===== config.mk =====
export PLATFORM = sky130hd
export DESIGN_NAME = alarm_multi
export DESIGN_NICKNAME = d
export VERILOG_FILES = /design/src/rtl/alarm_multi.sv
export SDC_FILE = /design/constraint.sdc
export NUM_CORES = 1
export LEC_CHECK = 0
export CORE_MARGIN = 2
export CORE_UTILIZATION = 45
export DETAILED_ROUTE_END_ITERATION = 7
export SLEW_MARGIN = 20
export SYNTH_ARGS = -nofsm -noshare
export SYNTH_HDL_FRONTEND = slang
export SYNTH_SLANG_ARGS = --single-unit

===== constraint.sdc =====
create_clock -name clk -period 7.6 [get_ports clk]
set_input_delay 1.52 -clock clk [delete_from_list [all_inputs] [get_ports clk]]
set_output_delay 1.52 -clock clk [all_outputs]
set_load 0.02 [all_outputs]

===== src/rtl/alarm_multi.sv =====
// alarm_multi -- 24-hour BCD clock with N programmable alarm channels,
// snooze and auto-stop.
//
// Parameters
//   CLK_HZ     clk cycles per second (>= 2)
//   N_ALARMS   number of alarm channels (1..16)
//   SNOOZE_MIN snooze length in minutes (1..59)
//   RING_SEC   ring length in seconds before auto-stop (1..255)
//
// Ports
//   clk, rstn                 system clock (rising edge), async active-low reset
//   load_i + *_init           one-cycle pulse loading hh:mm (BCD), seconds cleared
//   alarm_we_i/idx/time/en    channel write: {hd,ho,md,mo} BCD plus enable
//   snooze_i, stop_i          user pulses acting on a ringing/snoozed alarm
//   clk_sec_o                 1 Hz square wave (high in first half of each second)
//   *_now, sec_now            current time: BCD hh:mm, binary seconds
//   ring_o, ring_idx_o        ringing flag and the channel that caused it
module alarm_multi #(
  parameter int CLK_HZ     = 100000000,
  parameter int N_ALARMS   = 4,
  parameter int SNOOZE_MIN = 5,
  parameter int RING_SEC   = 60
) (
  input  logic        clk,
  input  logic        rstn,
  input  logic        load_i,
  input  logic [3:0]  hourdec_init,
  input  logic [3:0]  hourone_init,
  input  logic [3:0]  mindec_init,
  input  logic [3:0]  minone_init,
  input  logic        alarm_we_i,
  input  logic [((N_ALARMS > 1) ? $clog2(N_ALARMS) : 1)-1:0] alarm_idx_i,
  input  logic [15:0] alarm_time_i,
  input  logic        alarm_en_i,
  input  logic        snooze_i,
  input  logic        stop_i,
  output logic        clk_sec_o,
  output logic [3:0]  hourdec_now,
  output logic [3:0]  hourone_now,
  output logic [3:0]  mindec_now,
  output logic [3:0]  minone_now,
  output logic [5:0]  sec_now,
  output logic        ring_o,
  output logic [((N_ALARMS > 1) ? $clog2(N_ALARMS) : 1)-1:0] ring_idx_o
);

  localparam int              IDX_W       = (N_ALARMS > 1) ? $clog2(N_ALARMS) : 1;
  localparam int              PW          = $clog2(CLK_HZ);
  localparam logic [PW-1:0]   PRESC_MAX   = PW'(CLK_HZ - 1);
  localparam logic [PW-1:0]   PRESC_HALF  = PW'(CLK_HZ / 2);
  localparam logic [5:0]      SNOOZE_LOAD = 6'(SNOOZE_MIN);
  localparam logic [7:0]      RING_LAST   = 8'(RING_SEC - 1);

  typedef enum logic [1:0] {ST_IDLE, ST_RING, ST_SNOOZE} state_t;

  // Legal 24-hour BCD time {hd,ho,md,mo}: 00:00 .. 23:59.
  function automatic logic bcd_time_ok(input logic [15:0] t);
    logic [3:0] hd, ho, md, mo;
    {hd, ho, md, mo} = t;
    return (hd <= 4'd2) && (ho <= 4'd9) && (md <= 4'd5) && (mo <= 4'd9) &&
           !((hd == 4'd2) && (ho > 4'd3));
  endfunction

  // ---------------------------------------------------------------- timebase
  logic [PW-1:0] presc;
  logic          sec_tick;
  logic          min_tick;
  logic          load_ok;
  logic [15:0]   load_hhmm;
  logic [15:0]   now_hhmm;
  logic [15:0]   next_hhmm;

  assign sec_tick  = (presc == PRESC_MAX);
  assign min_tick  = sec_tick && (sec_now == 6'd59);
  assign load_hhmm = {hourdec_init, hourone_init, mindec_init, minone_init};
  assign load_ok   = load_i && bcd_time_ok(load_hhmm);
  assign now_hhmm  = {hourdec_now, hourone_now, mindec_now, minone_now};
  assign clk_sec_o = (presc < PRESC_HALF);

  // hh:mm one minute from now; also the value the alarm compare looks at.
  always_comb begin : next_minute
    // NOTE: every always_comb output gets a default first so no path leaves it
    // unassigned, which would otherwise infer a latch.
    next_hhmm = now_hhmm;
    if (minone_now != 4'd9) begin
      next_hhmm[3:0] = minone_now + 4'd1;
    end else begin
      next_hhmm[3:0] = 4'd0;
      if (mindec_now != 4'd5) begin
        next_hhmm[7:4] = mindec_now + 4'd1;
      end else begin
        next_hhmm[7:4] = 4'd0;
        if ((hourdec_now == 4'd2) && (hourone_now == 4'd3)) begin
          next_hhmm[15:8] = 8'h00;
        end else if (hourone_now == 4'd9) begin
          next_hhmm[11:8]  = 4'd0;
          next_hhmm[15:12] = hourdec_now + 4'd1;
        end else begin
          next_hhmm[11:8] = hourone_now + 4'd1;
        end
      end
    end
  end

  // NOTE: clocked state uses non-blocking assignments so every register sees
  // pre-edge values regardless of statement order.
  always_ff @(posedge clk or negedge rstn) begin
    if (!rstn) begin
      presc   <= '0;
      sec_now <= 6'd0;
      {hourdec_now, hourone_now, mindec_now, minone_now} <= 16'h0000;
    end else if (load_ok) begin
      presc   <= '0;
      sec_now <= 6'd0;
      {hourdec_now, hourone_now, mindec_now, minone_now} <= load_hhmm;
    end else begin
      presc <= sec_tick ? '0 : presc + PW'(1);
      if (sec_tick) begin
        if (sec_now == 6'd59) begin
          sec_now <= 6'd0;
          {hourdec_now, hourone_now, mindec_now, minone_now} <= next_hhmm;
        end else begin
          sec_now <= sec_now + 6'd1;
        end
      end
    end
  end

  // ---------------------------------------------------------- alarm channels
  logic [15:0]         al_time [N_ALARMS];
  logic [N_ALARMS-1:0] al_en;

  // NOTE: the channel table is small register storage and must read as
  // disabled/0000 straight out of reset, so it is reset like any register.
  always_ff @(posedge clk or negedge rstn) begin
    if (!rstn) begin
      for (int i = 0; i < N_ALARMS; i++) al_time[i] <= 16'h0000;
      al_en <= '0;
    end else if (alarm_we_i && (int'(alarm_idx_i) < N_ALARMS)) begin
      al_time[alarm_idx_i] <= alarm_time_i;
      al_en[alarm_idx_i]   <= alarm_en_i && bcd_time_ok(alarm_time_i);
    end
  end

  // Lowest enabled channel equal to the upcoming minute.
  logic             hit;
  logic [IDX_W-1:0] hit_idx;

  always_comb begin
    hit     = 1'b0;
    hit_idx = '0;
    for (int i = N_ALARMS - 1; i >= 0; i--) begin
      if (al_en[i] && (al_time[i] == next_hhmm)) begin
        hit     = 1'b1;
        hit_idx = IDX_W'(i);
      end
    end
  end

  // --------------------------------------------------------------- ring FSM
  state_t     state;
  logic [7:0] ring_cnt;
  logic [5:0] snooze_cnt;

  always_ff @(posedge clk or negedge rstn) begin
    if (!rstn) begin
      state      <= ST_IDLE;
      ring_o     <= 1'b0;
      ring_idx_o <= '0;
      ring_cnt   <= 8'd0;
      snooze_cnt <= 6'd0;
    end else if (load_ok) begin
      // A new wall time cancels any ring; the loaded minute itself never
      // matches because no minute tick happens on a load cycle.
      state  <= ST_IDLE;
      ring_o <= 1'b0;
    end else begin
      case (state)
        ST_IDLE: begin
          if (min_tick && hit) begin
            state      <= ST_RING;
            ring_o     <= 1'b1;
            ring_idx_o <= hit_idx;
            ring_cnt   <= 8'd0;
          end
        end
        ST_RING: begin
          if (stop_i) begin
            state  <= ST_IDLE;
            ring_o <= 1'b0;
          end else if (snooze_i) begin
            state      <= ST_SNOOZE;
            ring_o     <= 1'b0;
            snooze_cnt <= SNOOZE_LOAD;
          end else if (sec_tick) begin
            if (ring_cnt == RING_LAST) begin
              state  <= ST_IDLE;
              ring_o <= 1'b0;
            end else begin
              ring_cnt <= ring_cnt + 8'd1;
            end
          end
        end
        ST_SNOOZE: begin
          if (stop_i) begin
            state <= ST_IDLE;
          end else if (min_tick) begin
            if (snooze_cnt <= 6'd1) begin
              state    <= ST_RING;
              ring_o   <= 1'b1;
              ring_cnt <= 8'd0;
            end else begin
              snooze_cnt <= snooze_cnt - 6'd1;
            end
          end
        end
        default: begin
          state  <= ST_IDLE;
          ring_o <= 1'b0;
        end
      endcase
    end
  end

endmodule


# Word-level counts from Yosys, hierarchy flattened
# Index checks and enable logic that the tools add are counted.
[classes]
add_sub_neg = 8
mul = 0
div_mod_pow = 0
order_cmp = 16
eq_ne = 34
shifts = 0
n_mux = 73
n_bitwise = 2
n_reduce_logical = 34
[ops]
columns = ["cell", "count"]
rows = [
  ["$mux W8", 10],
  ["$bwmux W64", 1],
  ["$eq A16 B16 Y1", 4],
  ["$mux W4", 16],
  ["$mux W27", 2],
  ["$mux W6", 8],
  ["$demux W16 S2", 1],
  ["$add A27 B1 Y27 const B", 1],
  ["$eq A27 B27 Y1 const B", 1],
  ["$lt A27 B26 Y1 const B", 1],
  ["$mux W2", 13],
  ["$pmux W8 S3", 1],
  ["$logic_and A1 B1 Y1", 21],
  ["$ne A2 B2 Y1 const B", 10],
  ["$add A4 B1 Y4 const B", 4],
  ["$eq A4 B2 Y1 const B", 4],
  ["$le A4 B4 Y1 const B", 4],
  ["$mux W16", 1],
  ["$mux W1", 14],
  ["$mux W12", 1],
  ["$ne A3 B3 Y1 const B", 4],
  ["$ne A4 B4 Y1 const B", 3],
  ["$pmux W6 S2", 1],
  ["$ne A5 B5 Y1 const B", 2],
  ["other kinds (33)", 39],
]
[word_totals]
register_bits = 136
latch_bits = 0
ram_bits = 0
romBits = 0
word_cells = 183
memories = 0

# Logic depth before layout (Yosys ltp)
[depth]
depth_word = 15
mapped_depth = 13
ltp_nobuf = 11

# Worst setup path before layout
# OpenSTA, ideal clock, no wires.
[synth_path]
kind = "flip-flop to flip-flop"
from = "register mindec_now[1]"
to = "register ring_cnt[2]"
setup_ns = 0.139
arrival_ns = 3.181
t_required_ns = 7.461
slack_ns = 4.280
stages_incl_launch_ff = 13
path_buffers = 1
synth_period_minus_slack_ns = 3.320
cell_sequence = "dfrtp_1 -> inv_1 -> ha_1 -> and3b_1 -> clkbuf_1 -> nand2_1 -> mux2i_1 -> o221ai_1 -> or4_1 -> or4_1 -> o2111a_2 -> a2111oi_2 -> o32ai_1"
[synth_between]
elab_chain_len = 12
[synth_lines]
columns = ["element", "line_no", "source"]
rows = [
  ["start, declared", "40", "output logic [3:0] mindec_now,"],
  ["start signal, assigned", "115", "{hourdec_now, hourone_now, mindec_now, minone_now} <= load_hhmm;"],
  ["start signal, assigned", "121", "{hourdec_now, hourone_now, mindec_now, minone_now} <= next_hhmm;"],
  ["$add A4 B1 Y4 / $ne A4 B3 Y1 (equally long branches)", "90, 89", ""],
  ["$mux W4 / $mux W8 (equally long branches)", "89", "if (mindec_now != 4'd5) begin"],
  ["$mux W12 *", "85", "if (minone_now != 4'd9) begin"],
  ["$eq A16 B16 Y1", "153", "if (al_en[i] && (al_time[i] == next_hhmm)) begin"],
  ["$logic_and A1 B1 Y1", "153", ""],
  ["$mux W1 (3 in series)", "153", ""],
  ["$mux W1 *", "153", ""],
  ["$logic_and A1 B1 Y1 *", "180", "if (min_tick && hit) begin"],
  ["$ne A2 B2 Y1 (no line) *", "--", ""],
  ["$reduce_and A10 Y1 (no line) *", "--", ""],
  ["end signal, assigned", "200", "ring_cnt <= ring_cnt + 8'd1;"],
  ["end, declared", "162", "logic [7:0] ring_cnt;"],
]
# Mark *: on every way between the ends. The rest lies on a longest branch, timed or not.
# A chain may end at the register's enable or synchronous reset.

# Final worst setup path
[layout_path]
from = "register mindec_now[0]"
to = "register ring_cnt[7]"
# Same word-level chain as after synthesis.

==> run summary <==
The flow ran to the end, and the final reports show no timing, DRC or antenna violations. The total count of hold-check failures in the final report came out at 0. The signal on the critical path passes through ha_1 > and3b_1 > nand2_1 > mux2i_1 > o221ai_1 > or4_1 > or4_1 > o2111a_2 > o311ai_1 > o31ai_1. The setup violation total in the final timing report came out at 0. By startpoint and endpoint, the worst setup path is classified as flop to flop. The number of global-route vias before repair is 6302. The die is around 140 um tall. The number of max-slew violations in the final report was 0. In the final layout, the share of cells above drive strength 1 is a little over an eighth.

Yosys attributes the largest share of cell area to sky130_fd_sc_hd__dfrtp_1 (43%), sky130_fd_sc_hd__mux2_2 (9.2%), sky130_fd_sc_hd__xnor2_1 (5.2%), sky130_fd_sc_hd__xor2_1 (4.0%), sky130_fd_sc_hd__nor2_1 (3.4%). The global route total overflow is 0. The worst path arrival time is about 4600 ps. The post-route setup TNS came out at 0 ps. The number of antenna diodes came out at 0. The worst setup path is captured at a flop. Buffers inserted to repair hold after CTS numbered 0. The most numerous cell type found on the critical path is sky130_fd_sc_hd__or4_1. The maximum clock rate is about 0.23 GHz. The post-synthesis instance area came out at a little under 8000 um^2. The utilization after layout came out at between 50% and 60%.

The remaining antenna violation count after routing came out at 0. The global-route wire length before repair is 33600 um. The share of synthesized area in the top cell type comes to around 43%. The number of top-level pins is 67.

The CTS H-tree depth is 4. The register area share after synthesis is 42.9%. The area of placed instances is 8780 um^2.

The worst hold path belongs to the class flop to flop. Among all flip-flop cells after synthesis, the most frequent one is sky130_fd_sc_hd__dfrtp_1. The pre-antenna-repair detailed-routing pass consisted of 5 iterations. The total buffers and inverters traversed by the critical path is 0.

For the worst-skew pair, the clock arrives at the later sink with an insertion delay of 430 ps. The number of placement rows came out at 48. The average footprint of a synthesized cell is approximately 9.8 um^2. The net count of the mapped netlist is between 800 and 900. The DRC marker count from the first detailed-route iteration came out at 380.

After clock tree synthesis, the clock-pin slew on the worst setup and hold paths is ~60 ps. The synthesized netlist cell count came out at just over 800. Clock tree synthesis selected as its root buffer the cell sky130_fd_sc_hd__clkbuf_16. The leakage power of the design is between 3 and 4 nW. The count of fill cells added during filler insertion came out at 1516.

The largest fanout of any net on the critical path came out at 17. The via count came out at around 6400. The initial core utilization came out at between 40 and 50%. The number of warnings issued by yosys is 0. The power density over the cells is between 200 and 300 nW/um^2. sky130_fd_sc_hd__dfrtp_1 takes more of the synthesized area than any other cell. STA classifies the critical path startpoint as a flop.

The count of non-filler cells in the finished layout is 1105. In this run, post-CTS repair resized a total of 0 instances. On the final layout, the worst hold slack is 488 ps. The horizontal die dimension is between 100 and 150 um. The maximum number of buffers from clock root to sink is 2.

The number of post-CTS setup repair buffers came out at 0. The residual DRC count is 0. The final cycle utilization of the critical path came out at 56.6%. The area growth from synthesis to layout came out at 17.9%. In this design, the stage delay of the slowest critical-path cell is about 660 ps. Once layout is done, the placed cells without fillers occupy 9360 um^2. The core footprint came out at around 17000 um^2. For the pin with the worst max-slew slack, the measured transition is ~1100 ps.

The total CTS buffers is 17. Setup repair after global routing left no endpoint under its margin. Across the VDD grid, the largest voltage drop is ~180 uV. The total length of routed wires came out at ~20000 um.

The global placer's final weighted congestion came out at ~0.89. TritonCTS built the clock tree. On the critical path, the stage with the largest delay is an instance of sky130_fd_sc_hd__dfrtp_1. The share of async-settable or async-resettable flops after synthesis came out at between 90% and 100%. The number of placed instances with taps included is 1073. The placed wire-length estimate after detailed placement is 14700 um. The net total in the final layout is between 900 and 1000. The post-route clock skew came out at around 11 ps.

The count of buffers added on input and output ports is 66. The initial antenna violation count came to 0. In this run the tightest slew margin relative to its limit is between 20% and 30%. The number of max-capacitance violations reported came out at 0. The final critical path time including I/O delays and setup came out at between 4000 and 5000 ps. The via-per-instance ratio came out at approximately 5.8. The flop and latch count out of synthesis came out at 136. For this design, the sink count on the clock tree is between 100 and 150. The die covers 18700 um^2. The routed length per instance came out at around 19 um. Grouping stages by cell kind, the critical path spends the most delay in simple AND/OR/NAND/NOR gates.

The all-layer global routing usage came out at between 20% and 30%. The distinct cell type count of the synthesized netlist came out at 73. Entering global routing, the biggest net connects 84 pins. The count of flip-flops with a built-in enable after synthesis is 0. The data required time of the critical path came out at slightly below 8000 ps.
==> Yosys cell counts, types with 15 or more instances <==
| library cell | number |
|---|---|
| sky130_fd_sc_hd__a21oi_1 | 30 |
| sky130_fd_sc_hd__and3_1 | 17 |
| sky130_fd_sc_hd__clkbuf_1 | 25 |
| sky130_fd_sc_hd__dfrtp_1 | 136 |
| sky130_fd_sc_hd__inv_1 | 17 |
| sky130_fd_sc_hd__mux2_2 | 65 |
| sky130_fd_sc_hd__nand2_1 | 66 |
| sky130_fd_sc_hd__nand3_1 | 36 |
| sky130_fd_sc_hd__nor2_1 | 71 |
| sky130_fd_sc_hd__nor3_1 | 15 |
| sky130_fd_sc_hd__nor4_1 | 16 |
| sky130_fd_sc_hd__o21ai_0 | 49 |
| sky130_fd_sc_hd__xnor2_1 | 47 |
| sky130_fd_sc_hd__xor2_1 | 36 |
==> routing by layer <==
metal / part of all wire, % / GRT usage, % / up-vias / wire length, um
met5: 0 / 0 / - / 0
met1: 47 / 32.6 / 3154 / 9630
met4: 1.6 / 6.64 / 0 / 330
met3: 5.4 / 5.59 / 32 / 1100
met2: 46 / 36.0 / 172 / 9460
li1: - / - / 3081 / -
==> per-stage QoR <==
stage / setup slack [ps] / total power (W)
floorplan: 4280 / 0.00146
global placement: 2860 / 0.00169
detailed placement: 2760 / 0.00171
CTS: 3200 / 0.00251
global route: 3050 / 0.00264
finish: 3300 / 0.00250
==> layout make-up <==
| class | instances | area (um^2) | area share (%) |
|---|---|---|---|
| clock inverters | 15 | 143 | 1.52 |
| clock buffers | 17 | 425 | 4.55 |
| flip-flops and latches | 136 | 3400 | 36.4 |
| repair buffers | 72 | 711 | 7.59 |
| inverters | 17 | 63.8 | 0.682 |
| multi-input cells | 623 | 4330 | 46.3 |
| well taps | 225 | 282 | 3.01 |
==> where the power goes <==
group          switching (W)  total [W]  internal (W)
Clock               0.000343   0.000799      0.000456
Sequential          0.000170    0.00101      0.000837
Combinational       0.000360   0.000691      0.000331
Total               0.000873    0.00250       0.00162
==> path summary, 6_finish.rpt <==
path | startpoint | end | slack [ps] | cells past startpoint
setup / recovery | mindec_now[0] | ring_cnt[7] | 3300 | 10
hold / removal | al_en[3] | al_en[3] | 490 | 2
hold reg to reg | al_en[3] | al_en[3] | 490 | 2
min in group asynchronous | rstn | al_time[55] | 1050 | 1
max in group asynchronous | rstn | mindec_now[2] | 5440 | 2
setup reg to reg | mindec_now[0] | ring_cnt[7] | 3300 | 10
==> state kept, by name (all words and copies together), names as in the netlist <==
register,count
minone_now,4
al_time,64
sec_now,6
ring_cnt,8
hourone_now,4
snooze_cnt,6
presc,27
hourdec_now,4
al_en,4
mindec_now,4
state,2
ring_o,1
ring_idx_o,2
==> worst min-delay path, delay by kind of cell, from the launching register on <==
family / cells / cell delay, ps
flops: 1 / 340
compound gates: 1 / 60
simple gates: 1 / 50
==> placed cells by master, fill, tap and decap left out, types with 6 or more instances in the layout <==
master / n
sky130_fd_sc_hd__xor2_1: 36
sky130_fd_sc_hd__a21oi_1: 30
sky130_fd_sc_hd__nor4_1: 16
sky130_fd_sc_hd__and3_1: 17
sky130_fd_sc_hd__inv_1: 17
sky130_fd_sc_hd__clkdlybuf4s50_1: 65
sky130_fd_sc_hd__nor2_1: 71
sky130_fd_sc_hd__or3_1: 9
sky130_fd_sc_hd__mux2_2: 65
sky130_fd_sc_hd__ha_1: 11
sky130_fd_sc_hd__xnor2_1: 47
sky130_fd_sc_hd__mux2i_1: 8
sky130_fd_sc_hd__dfrtp_1: 136
sky130_fd_sc_hd__clkbuf_16: 17
sky130_fd_sc_hd__o221ai_1: 9
sky130_fd_sc_hd__nand3b_1: 6
sky130_fd_sc_hd__o211ai_1: 6
sky130_fd_sc_hd__nor2b_1: 6
sky130_fd_sc_hd__nand2b_1: 8
sky130_fd_sc_hd__a211oi_1: 6
sky130_fd_sc_hd__nand4_1: 12
sky130_fd_sc_hd__nand2_1: 66
sky130_fd_sc_hd__nand3_1: 36
sky130_fd_sc_hd__o21ai_0: 49
sky130_fd_sc_hd__nor3_1: 15
==> logic make-up (layout without fill, tap and decap cells) <==
group                    after synthesis  after routing  share of synthesized area, %
XOR/XNOR                              83             83                          9.16
adder cells (fa/ha/maj)               11             11                          1.73
buffers and inverters                 53            121                          2.71
flip-flops                           136            136                          42.9
AO/OA/AOI/OAI                        164            164                          14.2
AND/OR/NAND/NOR                      291            291                          19.0
multiplexers                          74             74                          10.4
No activity file was read; power rests on OpenSTA's default activity.
